**config.mk**
```make
export PLATFORM = sky130hd
export DESIGN_NAME = pong_match_ctrl
export DESIGN_NICKNAME = d
export VERILOG_FILES = /design/src/rtl/pong_match_ctrl.sv
export SDC_FILE = /design/constraint.sdc
export NUM_CORES = 1
export LEC_CHECK = 0
export ABC_AREA = 1
export BUFFER_PORTS_ARGS = -buffer_cell sky130_fd_sc_hd__buf_2
export CORE_MARGIN = 3
export CORE_UTILIZATION = 37
export CTS_CLUSTER_SIZE = 25
export DETAILED_ROUTE_END_ITERATION = 10
export REMOVE_ABC_BUFFERS = 1
export SLEW_MARGIN = 20
export SYNTH_ARGS = -nofsm -noshare
export SYNTH_HDL_FRONTEND = slang
export SYNTH_SLANG_ARGS = --single-unit
```
**constraint.sdc**
```tcl
create_clock -name iCLK -period 1.95 [get_ports iCLK]
set_input_delay 0.39 -clock iCLK [delete_from_list [all_inputs] [get_ports iCLK]]
set_output_delay 0.39 -clock iCLK [all_outputs]
set_load 0.1 [all_outputs]
```
**src/rtl/pong_match_ctrl.sv**
```systemverilog
// Pong match sequencer: button/tick/miss events in, ball control, scores and winner out.
// Optional pause button and PAUSED state are enabled by defining PONG_MATCH_CTRL_PAUSE_EN.
module pong_match_ctrl #(
  parameter int WIN_SCORE          = 7,
  parameter int SCORE_W            = 4,
  parameter int SERVE_DELAY_FRAMES = 60,
  parameter int POINT_PAUSE_FRAMES = 90,
  parameter int FRAME_CNT_W        = 8
) (
  input  logic               iCLK,
  input  logic               iRESET,
  input  logic               iFRAME_TICK,
  input  logic               iP1_BTN,
  input  logic               iP2_BTN,
`ifdef PONG_MATCH_CTRL_PAUSE_EN
  input  logic               iPAUSE_BTN,
`endif
  input  logic               iMISS_L,
  input  logic               iMISS_R,
  output logic               oBALL_RUN,
  output logic               oBALL_RESET,
  output logic               oSERVE_DIR,
  output logic [SCORE_W-1:0] oSCORE_L,
  output logic [SCORE_W-1:0] oSCORE_R,
  output logic [1:0]         oWINNER,
  output logic [2:0]         oSTATE
);

  typedef enum logic [2:0] {
    ST_IDLE      = 3'd0,
    ST_SERVE     = 3'd1,
    ST_PLAY      = 3'd2,
    ST_POINT     = 3'd3,
`ifdef PONG_MATCH_CTRL_PAUSE_EN
    ST_GAME_OVER = 3'd4,
    ST_PAUSED    = 3'd5
`else
    ST_GAME_OVER = 3'd4
`endif
  } state_t;

`ifdef PONG_MATCH_CTRL_PAUSE_EN
  localparam int NBTN = 3;
`else
  localparam int NBTN = 2;
`endif

  localparam logic [SCORE_W-1:0]     WIN_VAL   = SCORE_W'(WIN_SCORE);
  localparam logic [FRAME_CNT_W-1:0] SERVE_CNT = FRAME_CNT_W'(SERVE_DELAY_FRAMES);
  localparam logic [FRAME_CNT_W-1:0] POINT_CNT = FRAME_CNT_W'(POINT_PAUSE_FRAMES);

  logic [NBTN-1:0] btn_raw;
  logic [NBTN-1:0] sync1_q, sync2_q, sync3_q, rise_q;
  logic            btn_evt;
  logic            pause_evt;

`ifdef PONG_MATCH_CTRL_PAUSE_EN
  assign btn_raw   = {iPAUSE_BTN, iP2_BTN, iP1_BTN};
  assign pause_evt = rise_q[2];
`else
  assign btn_raw   = {iP2_BTN, iP1_BTN};
  assign pause_evt = 1'b0;
`endif
  // Both player buttons map onto one start event.
  assign btn_evt = rise_q[0] | rise_q[1];

  state_t                 state_q, state_d;
  logic [FRAME_CNT_W-1:0] frame_cnt_q, frame_cnt_d, frame_cnt_inc;
  logic                   run_q, run_d;
  logic                   rst_pulse_q, rst_pulse_d;
  logic                   dir_q, dir_d;
  logic [SCORE_W-1:0]     score_l_q, score_l_d;
  logic [SCORE_W-1:0]     score_r_q, score_r_d;
  logic [1:0]             winner_q, winner_d;

  assign frame_cnt_inc = frame_cnt_q + FRAME_CNT_W'(1);

  always_comb begin
    state_d     = state_q;
    frame_cnt_d = frame_cnt_q;
    run_d       = run_q;
    rst_pulse_d = 1'b0;
    dir_d       = dir_q;
    score_l_d   = score_l_q;
    score_r_d   = score_r_q;
    winner_d    = winner_q;

    case (state_q)
      ST_IDLE: begin
        run_d = 1'b0;
        if (btn_evt) begin
          score_l_d   = '0;
          score_r_d   = '0;
          dir_d       = 1'b1;
          rst_pulse_d = 1'b1;
          state_d     = ST_SERVE;
        end
      end
      ST_SERVE: begin
        run_d = 1'b0;
        if (iFRAME_TICK) begin
          frame_cnt_d = frame_cnt_inc;
          if (frame_cnt_inc == SERVE_CNT) begin
            state_d = ST_PLAY;
            run_d   = 1'b1;
          end
        end
      end
      ST_PLAY: begin
        if (iMISS_L && iMISS_R) begin
          // Simultaneous misses replay the point without scoring.
          run_d   = 1'b0;
          state_d = ST_POINT;
        end else if (iMISS_L) begin
          if (score_r_q != WIN_VAL) score_r_d = score_r_q + SCORE_W'(1);
          dir_d   = 1'b0;
          run_d   = 1'b0;
          state_d = ST_POINT;
        end else if (iMISS_R) begin
          if (score_l_q != WIN_VAL) score_l_d = score_l_q + SCORE_W'(1);
          dir_d   = 1'b1;
          run_d   = 1'b0;
          state_d = ST_POINT;
`ifdef PONG_MATCH_CTRL_PAUSE_EN
        end else if (pause_evt) begin
          run_d   = 1'b0;
          state_d = ST_PAUSED;
`endif
        end
      end
      ST_POINT: begin
        run_d = 1'b0;
        if (iFRAME_TICK) begin
          frame_cnt_d = frame_cnt_inc;
          if (frame_cnt_inc == POINT_CNT) begin
            if (score_l_q == WIN_VAL) begin
              winner_d = 2'b01;
              state_d  = ST_GAME_OVER;
            end else if (score_r_q == WIN_VAL) begin
              winner_d = 2'b10;
              state_d  = ST_GAME_OVER;
            end else begin
              rst_pulse_d = 1'b1;
              state_d     = ST_SERVE;
            end
          end
        end
      end
      ST_GAME_OVER: begin
        run_d = 1'b0;
        if (btn_evt) begin
          score_l_d   = '0;
          score_r_d   = '0;
          winner_d    = 2'b00;
          dir_d       = 1'b1;
          rst_pulse_d = 1'b1;
          state_d     = ST_SERVE;
        end
      end
`ifdef PONG_MATCH_CTRL_PAUSE_EN
      ST_PAUSED: begin
        run_d = 1'b0;
        if (pause_evt) begin
          run_d   = 1'b1;
          state_d = ST_PLAY;
        end
      end
`endif
      default: begin
        run_d   = 1'b0;
        state_d = ST_IDLE;
      end
    endcase

    // Every state entry starts its frame count from zero.
    if (state_d != state_q) frame_cnt_d = '0;
  end

  always_ff @(posedge iCLK) begin
    if (iRESET) begin
      sync1_q     <= '0;
      sync2_q     <= '0;
      sync3_q     <= '0;
      rise_q      <= '0;
      state_q     <= ST_IDLE;
      frame_cnt_q <= '0;
      run_q       <= 1'b0;
      rst_pulse_q <= 1'b0;
      dir_q       <= 1'b1;
      score_l_q   <= '0;
      score_r_q   <= '0;
      winner_q    <= 2'b00;
    end else begin
      sync1_q     <= btn_raw;
      sync2_q     <= sync1_q;
      sync3_q     <= sync2_q;
      rise_q      <= sync2_q & ~sync3_q;
      state_q     <= state_d;
      frame_cnt_q <= frame_cnt_d;
      run_q       <= run_d;
      rst_pulse_q <= rst_pulse_d;
      dir_q       <= dir_d;
      score_l_q   <= score_l_d;
      score_r_q   <= score_r_d;
      winner_q    <= winner_d;
    end
  end

  assign oBALL_RUN   = run_q;
  assign oBALL_RESET = rst_pulse_q;
  assign oSERVE_DIR  = dir_q;
  assign oSCORE_L    = score_l_q;
  assign oSCORE_R    = score_r_q;
  assign oWINNER     = winner_q;
  assign oSTATE      = state_q;

endmodule

```
* After elaboration in Yosys (flattened, before gate mapping)
Index checks and enable logic that the tools add are counted.
Storage, ports and cells: memories kept 0, flip-flop bits (word level) 32, bits in read-only memories 0, bits of input ports 7, memory bits (writable) 0, latch bits 0, logic and storage cells 98, output and inout port bits 16
Cells by class: $lt $le $gt $ge 0, div/mod/pow operators 0, reductions and logical operators 12, mux-type cells 44, bitwise gates (word level) 3, equal/unequal tests 24, $mul 0, shift operators 0, add/subtract/negate cells 3
Operators with widths (number):
- 2-to-1 mux 4 bit | 8
- 2-to-1 mux 3 bit | 10
- != test 2 bit, second input constant | 9
- case mux 4 bit (2 select lines) | 2
- 2-to-1 mux 1 bit | 14
- case mux 3 bit (4 select lines) | 1
- 2-to-1 mux 2 bit | 5
- AND reduction 5 bit | 2
- adder 4 x 1 -> 4 bit, second input constant | 2
- adder 8 x 1 -> 8 bit, second input constant | 1
- equality test 4 x 3 -> 1 bit, second input constant | 2
- equality test 8 x 6 -> 1 bit, second input constant | 1
- equality test 8 x 7 -> 1 bit, second input constant | 1
- != test 4 x 3 -> 1 bit, second input constant | 2
- equality test 3 x 2 -> 1 bit, second input constant | 2
- != test 3 bit, second input constant | 2
- case mux 1 bit (2 select lines) | 3
- AND reduction 6 bit | 1
- OR reduction 2 bit | 3
- != test 4 bit, second input constant | 1
- case mux 2 bit (2 select lines) | 1
- AND reduction 4 bit | 1
- nonzero test 2 bit | 2
- equality test 3 x 1 -> 1 bit, second input constant | 1
- 9 further kinds | 9

* Logic depth before layout (Yosys ltp)
Gate-level depths: netlist (run 1).
depth in word-level cells 8, depth in mapped cells 15, depth with buffers taken out 15

* Least setup slack after synthesis (run 1)
Ideal clock, no wire load.
kind register -> register, start reg state_q[1], in the netlist oSTATE[1], end reg score_l_q[3], in the netlist oSCORE_L[3], data arrival time 2.301 ns, library setup time 0.067 ns, buffers on the path 0, setup slack -0.418 ns, period minus slack after synthesis 2.368 ns, data required time 1.883 ns, cell stages (with the launch flop) 10, cell sequence dfxtp_1 > inv_1 > nor3_1 > nor2_1 > inv_1 > nand2_1 > inv_1 > nand4_1 > xor2_1 > nor2_1
On the way: word-level cells in the longest chain between the ends 4, elaborated cells between the ends (all ways) 12, those cells by class eq/ne: 7; mux: 1; reduce/logical: 4
RTL lines:
- start, declared | line 67 | state_t state_q, state_d;
- start signal, assigned | line 198 | state_q <= state_d;
- equality test 3 bit / zero test 3 bit (equally long branches) | line 88 | case (state_q)
- OR reduction 2 bit (no source line)
- != test 2 x 1 -> 1 bit (no source line) / nonzero test 2 bit (equally long branches)
- AND reduction 6 bit (no source line)
- end signal, assigned | line 203 | score_l_q <= score_l_d;
- end, declared | line 72 | logic [SCORE_W-1:0] score_l_q, score_l_d;
Parallel ways exist; a longest one is shown, timed or not. A chain may end at the register's enable or synchronous reset.

* Final worst setup path (run 1)
start reg frame_cnt_q[1], end reg frame_cnt_q[0]
On the way: word-level cells in the longest chain between the ends 7, elaborated cells between the ends (all ways) 10, those cells by class add/sub: 1; eq/ne: 3; mux: 5; reduce/logical: 1
RTL lines:
- start, declared | line 68 | logic [FRAME_CNT_W-1:0] frame_cnt_q, frame_cnt_d, frame_cnt_inc;
- start signal, assigned | line 199 | frame_cnt_q <= frame_cnt_d;
- adder 8 x 1 -> 8 bit (*) | line 76 | assign frame_cnt_inc = frame_cnt_q + FRAME_CNT_W'(1);
- equality test 8 x 7 -> 1 bit / equality test 8 x 6 -> 1 bit (equally long branches) | line 135, 103
- 2-to-1 mux 3 bit (on tied branches) | line 135, 103
- 2-to-1 mux 3 bit (on tied branches) | line 133, 101
- case mux 3 bit (4 select lines) (*) | line 88
- != test 3 bit (*) | line 176 | if (state_d != state_q) frame_cnt_d = '0;
- OR reduction 2 bit (no source line) (*)
Mark *: on every way between the ends. The rest lies on a longest branch, timed or not.

==> metrics.txt, run 1 <==
outcome=finished, final reports clean; synth unique cells=25; CP arrival=2.05 ns; Root Buffer=clkbuf_8; io pins=23; met3 Resource Use GR=5.37%; number of global-route vias before repair=1400; Max Fclk=0.543 GHz; Fin. Hold Viols=0; CTS clock-pin slew for the worst setup and hold paths=0.06 ns; routing usage on met2=21.1%; Clock Tree Buf Depth=2; first-pass GRT wire length=6.00 mm; synthesized cell area=1640 um^2; total power=1510 uW; nets@finish=292; critical path's largest stage delay=0.35 ns; post-synthesis sequential area ratio=39.0%; CP Class=register to register; Max-slew headroom=66.8%; Seq cells post-synth=32; ANT cells=0; Num Clock Sinks=32; grt ovf=0; cell count after placement=322; fillcell total=440; routed wire length per instance=10.8 um; vias per inst=4.76; actual slew at the worst max-slew pin=0.502 ns; largest net degree at the start of global routing=17; cell area power density=727 nW/um^2; Critical Path End Type=register; Crit path required time=2.16 ns; Die Span X=72.6 um; number of antenna violations at the first check in global routing=0; DRT Pass-1 Iters=4; core area=4140 um^2; Mean Syn Cell Area=6.62 um^2; DIE AREA=5270 um^2; Via Count=1579; met1 usage=19.8%; final antenna-violating net count=0; post-layout min period=1.84 ns; Hold Buf Count CTS=0; cts bufs inserted=5; Yosys top cell area share=39.0%; Worst Skew=0.00889 ns; clock latency on the worst-skew pair=0.28 ns; share of cells above drive strength 1=27.7%; most frequent cells after synthesis=nand2_1 (58), inv_1 (39), nor2_1 (38); Setup WS pre-CTS=0.0923 ns; final core utilization=50.1%; drt drc=0; ys flop type=dfxtp_1; most frequent cell after synthesis=nand2_1; row count=23; Worst IR Drop VDD=0.401 mV; critical-path cell list=buf_6 -> inv_1 -> ha_2 -> nand2_1 -> nor2_2 -> inv_1 -> nor2_2 -> nand3_2 -> nand2_4 -> inv_2 -> nor2_4 -> nand2_1 -> nand2_2 -> nand3_4 -> nor2_1; Die H=72.6 um; Max Slew Vio Count=0; HPWL after detailed placement=2.69 mm; htree depth=2; leakage power=0.00100 uW; Final Setup Violations=0; crit start category=register; HP Class=input port to register; Non-Filler Instances=332; period utilization=94.4%; Post-Syn Instances=248; area growth from synthesis to layout=26.4%; Total GRT Usage=14.7%; synth top area cells=dfxtp_1 (39%), nand2_1 (13%), inv_1 (8.9%); Max stage delay cell, worst path=dfxtp_4; final wirelength=3.58 mm; Ys Warns=0; MaxCap Viol Count=0; area leader, netlist=dfxtp_1; Hold Slack=0.311 ns; Initial Util=39.6%; RePlAce Congestion=0.882; worst setup margin=0.109 ns; input/output buffers=22; number of synthesized flops with an enable pin=0; DRT iter0 DRCs=76; busiest grt layer=met2; CP max FO=8; RSZ-0062 raised after global routing=true; async set-reset flop share out of synthesis=0%; CTS tree=yes
==> layout by cell type, fill, tap and decap left out, types with 2 or more instances in the layout <==
cell / n
nand2_1: 50
inv_1: 39
nor2_1: 29
dfxtp_1: 27
buf_2: 22
nand3_1: 15
a21oi_1: 12
nor2_2: 11
o21ai_0: 9
nand2_2: 8
nor3_1: 6
nand4_1: 5
clkbuf_8: 5
buf_4: 5
nand3_2: 4
dfxtp_2: 4
inv_2: 3
nor2_4: 3
xor2_1: 3
nand2_4: 2
o211ai_1: 2
or2_2: 2
ha_1: 2
buf_6: 2
==> power breakdown <==
part | internal [uW] | leakage [uW] | switching [uW]
Sequential | 674 | 0.000263 | 17.1
Clock | 378 | 0.0000541 | 245
Combinational | 50.4 | 0.000684 | 145
==> cell families after synthesis <==
family	share of synthesized area, %
compound gates	8.92
xor+xnor	2.13
fa+ha+maj	3.05
buf+inv	10.3
flops	39.0
simple gates	36.6
==> stage by stage <==
stage | area (um^2) | setup TNS, ns
after detailed placement | 1840 | 0
after CTS | 1950 | 0
after global routing | 2080 | -0.0936
after floorplan | 1630 | -5.29
after global placement | 1840 | 0
final | 2080 | 0
==> timing repair <==
action / in CTS / in global routing
buffers inserted: 0 / 2
endpoints found under the setup margin: 0 / 8
resized for setup: 0 / 35
==> state kept, by name, summed over array words and instances, names as in the netlist, 2 cells and up <==
name	flops
frame_cnt_q	8
oSCORE_L	4
oSCORE_R	4
oSTATE	3
oWINNER	2
rise_q	2
sync1_q	2
sync2_q	2
sync3_q	2
==> worst paths after layout <==
path	startpoint	endpoint	slack [ns]	depth (start not counted)
hold / removal	iP1_BTN	sync1_q[0]$_SDFF_PP0_	0.31	3
setup / recovery	frame_cnt_q[1]$_SDFFE_PP0P_	frame_cnt_q[0]$_SDFFE_PP0P_	0.11	15
setup reg to reg	frame_cnt_q[1]$_SDFFE_PP0P_	frame_cnt_q[0]$_SDFFE_PP0P_	0.11	15
hold reg to reg	sync3_q[1]$_SDFF_PP0_	rise_q[1]$_SDFF_PP0_	0.39	1
==> per-layer routing <==
layer | vias up | share of wire, %
li1 | 842 | -
met5 | - | 0
met2 | 25 | 43
met3 | 6 | 4.7
met4 | 0 | 1.4
met1 | 706 | 51
==> final cells by class <==
class | instances | area, um^2 | share of cell area [%]
inverters | 42 | 158 | 7.59
multi-input cells | 171 | 925 | 44.5
clock inverters | 3 | 42.5 | 2.05
flip-flops and latches | 32 | 649 | 31.3
well taps | 50 | 62.6 | 3.01
repair buffers | 29 | 170 | 8.20
clock buffers | 5 | 68.8 | 3.32
==> critical path: cells and delay by family (launching register included) <==
kind          cells  cell delay, ns
buf+inv           4            0.28
fa+ha+maj         1            0.16
flops             1            0.35
simple gates     10            0.96
No activity file was read; power rests on OpenSTA's default activity.
==> inputs of run 2 (changes only) <==
--- a/config.mk
+++ b/config.mk
@@ -7,10 +7,13 @@
 export LEC_CHECK = 0
 export ABC_AREA = 1
 export BUFFER_PORTS_ARGS = -buffer_cell sky130_fd_sc_hd__buf_2
+export CELL_PAD_IN_SITES_DETAIL_PLACEMENT = 1
+export CELL_PAD_IN_SITES_GLOBAL_PLACEMENT = 2
 export CORE_MARGIN = 3
-export CORE_UTILIZATION = 37
+export CORE_UTILIZATION = 30
 export CTS_CLUSTER_SIZE = 25
 export DETAILED_ROUTE_END_ITERATION = 10
+export PLACE_DENSITY_LB_ADDON = 0.1
 export REMOVE_ABC_BUFFERS = 1
 export SLEW_MARGIN = 20
 export SYNTH_ARGS = -nofsm -noshare
==> metrics.txt, run 2 (synthesis results as in run 1) <==
Root Buffer=clkbuf_8; Num Clock Sinks=32 (unchanged); nets@finish=292 (unchanged); HP Class=input port to register; footprint of the multi-input gates=960 um^2 (+3.8%); actual slew at the worst max-slew pin=0.488 ns (-0.0133 ns); post-layout min period=1.83 ns (-0.0114 ns); Final Setup Violations=0 (unchanged); largest net degree at the start of global routing=18 (+1); io pins=23 (unchanged); hold endpoint=sync1_q[0]$_SDFF_PP0_; Die Span X=80.0 um (+10%); Initial Util=31.5% (-8.1 points); Fin. Hold Viols=0 (unchanged); final wirelength=4.15 mm (+16%); TNS Setup=0 ns (unchanged); MaxCap Viol Count=0 (unchanged); r2r setup slk=0.12 ns (about the same); FF-to-FF path depth=13 (-2); Crit path required time=2.17 ns (about the same); critical-path cell list=ha_4 -> nand3_4 -> o21ai_1 -> nand2_2 -> nor2_4 -> nand2_1 -> nand2_1 -> nand2_2 -> nor2_4 -> nand2_2 -> nand2_2 -> nand3_4 -> nor2_2; critical path's top delay family=simple AND/OR/NAND/NOR gates; Hold Buf Count CTS=0 (unchanged); final instance area=2120 um^2 (+2.2%); fillcell total=701 (+59%); Via Count=1603 (+1.5%); number of global-route vias before repair=1569 (+12%); critical path's largest stage delay=0.38 ns (+0.03 ns); final antenna-violating net count=0 (unchanged); outcome=finished, final reports clean; commonest cells after routing, fill and taps aside=nand2_1 (45), inv_1 (37), nor2_1 (28), dfxtp_1 (28), buf_2 (22); CP Class=register to register; Reg area=651 um^2 (+0.19%); CTS clock-pin slew for the worst setup and hold paths=0.07 ns (about the same); row count=26 (+13%); cts bufs inserted=5 (unchanged); hold_sp=iP1_BTN; CP max FO=8 (unchanged); clock latency on the worst-skew pair=0.28 ns (about the same); Min-Delay Path Depth=3 (unchanged); Buf/Inv on CP=0 (-4); ANT cells=0 (unchanged); core area=5200 um^2 (+26%); RSZ-0062 raised after global routing=true; Critical Path End Type=register; CP arrival=2.05 ns (about the same); Largest Register=frame_cnt_q; Max stage delay cell, worst path=dfxtp_4; CTS tree=yes; vias per inst=4.55 (-4.2%); number of antenna violations at the first check in global routing=0 (unchanged); input/output buffers=22 (unchanged); Max Fclk=0.547 GHz (+0.63%); Max-slew headroom=67.7% (+0.88 points); leakage power=0.00100 uW (-0.17%); Worst Skew=0.00456 ns (-0.00433 ns); dpl cell area=1860 um^2 (+0.95%); RR Endpoint=frame_cnt_q[5]$_SDFFE_PP0P_; RePlAce Congestion=0.750 (-15%); drt drc=0 (unchanged); cell area power density=665 nW/um^2 (-8.5%); Die H=80.0 um (+10%); share of cells above drive strength 1=29.8% (+2.1 points); area growth from synthesis to layout=29.2%; htree depth=2 (unchanged); grt ovf=0 (unchanged); Worst IR Drop VDD=0.370 mV (-7.8%); reg-to-reg startpoint=frame_cnt_q[1]$_SDFFE_PP0P_; Max Slew Vio Count=0 (unchanged); HPWL after detailed placement=3.21 mm (+20%); routed wire length per instance=11.8 um (+9.5%); worst setup margin=0.121 ns (+0.0114 ns); DRT iter0 DRCs=37 (-51%); most frequent CP cell=nand2_2; Setup WS pre-CTS=-0.0481 ns (-0.140 ns); period utilization=93.8% (-0.59 points); Clock Tree Buf Depth=2 (unchanged); DRT Pass-1 Iters=4 (unchanged); first-pass GRT wire length=7.06 mm (+18%); max reg flops=8 (unchanged); Total GRT Usage=14.0% (-0.68 points); crit start category=register; DIE AREA=6400 um^2 (+21%); commonest non-fill, non-tap cell in the layout=nand2_1
run 2: cell types whose count changed in the layout (fill, tap and decap cells not counted), moves of 2 or more:
cell,before,now
inv_1,39,37
nor2_4,3,5
dfxtp_2,4,2
nand2_2,8,12
nand2_1,50,45
run 2: worst max-delay path by stage:
| stage | start | to | slack (ns) | cells past startpoint |
|---|---|---|---|---|
| 2_1_floorplan | oSTATE[1]$_SDFF_PP0_ | oSCORE_L[3]$_SDFFE_PP0P_ | -0.42 | 9 |
| 3_3_place_gp | frame_cnt_q[1]$_SDFFE_PP0P_ | frame_cnt_q[5]$_SDFFE_PP0P_ | 0.005 | 14 |
| 3_5_place_dp | frame_cnt_q[1]$_SDFFE_PP0P_ | frame_cnt_q[3]$_SDFFE_PP0P_ | -0.05 | 15 |
| 4_1_cts | frame_cnt_q[1]$_SDFFE_PP0P_ | frame_cnt_q[3]$_SDFFE_PP0P_ | 0.02 | 15 |
| 5_1_grt | frame_cnt_q[1]$_SDFFE_PP0P_ | frame_cnt_q[5]$_SDFFE_PP0P_ | -0.04 | 13 |
| 6_report | frame_cnt_q[1]$_SDFFE_PP0P_ | frame_cnt_q[5]$_SDFFE_PP0P_ | 0.12 | 13 |
run 2: area by class of cell:
class | count | area share [%]
Sequential cell | 32 | 30.7
Timing Repair Buffer | 29 | 8.02
Tap cell | 70 | 4.13
Multi-Input combinational cell | 171 | 45.3
Clock buffer | 6 | 3.89
Inverter | 42 | 7.55
Clock inverter | 2 | 0.472
run 2: power by group:
part           internal [uW]  leakage, uW  switching, uW
clock network            281    0.0000510            241
logic                   50.8     0.000686            146
registers                673     0.000262           18.2
run 2: stage by stage:
stage | power [uW] | hold WS, ns | utilization (%) | std cells
floorplan | 841 | 0.373 | - | 245
global placement | 888 | 0.377 | 35.7 | 341
detailed placement | 889 | 0.391 | 35.7 | 341
CTS | 1420 | 0.303 | 37.6 | 349
global route | 1480 | 0.318 | 40.7 | 352
finish | 1410 | 0.307 | 40.7 | 352
run 2: worst register-to-register path: stages, from the launching register on:
cell	delay, ns
dfxtp_4	0.38
ha_4	0.17
nand3_4	0.08
o21ai_1	0.18
nand2_2	0.12
nor2_4	0.10
nand2_1	0.06
nand2_1	0.08
nand2_2	0.07
nor2_4	0.13
nand2_2	0.06
nand2_2	0.08
nand3_4	0.14
nor2_2	0.12
run 2: per-layer routing:
metal	vias up	wire length (um)	GRT usage (%)	share of wire [%]
li1	845	-	-	-
met1	728	1980	17.8	48
met2	24	1960	22.8	47
met3	6	148	3.61	3.6
met4	0	59	4.56	1.4
met5	-	0	0	0
run 2: repair_timing:
| action | in CTS | in global routing |
|---|---|---|
| buffers inserted | 0 | 3 |
| pin swaps | 0 | 21 |
| endpoints found under the setup margin | 8 | 9 |
| resized for setup | 3 | 44 |
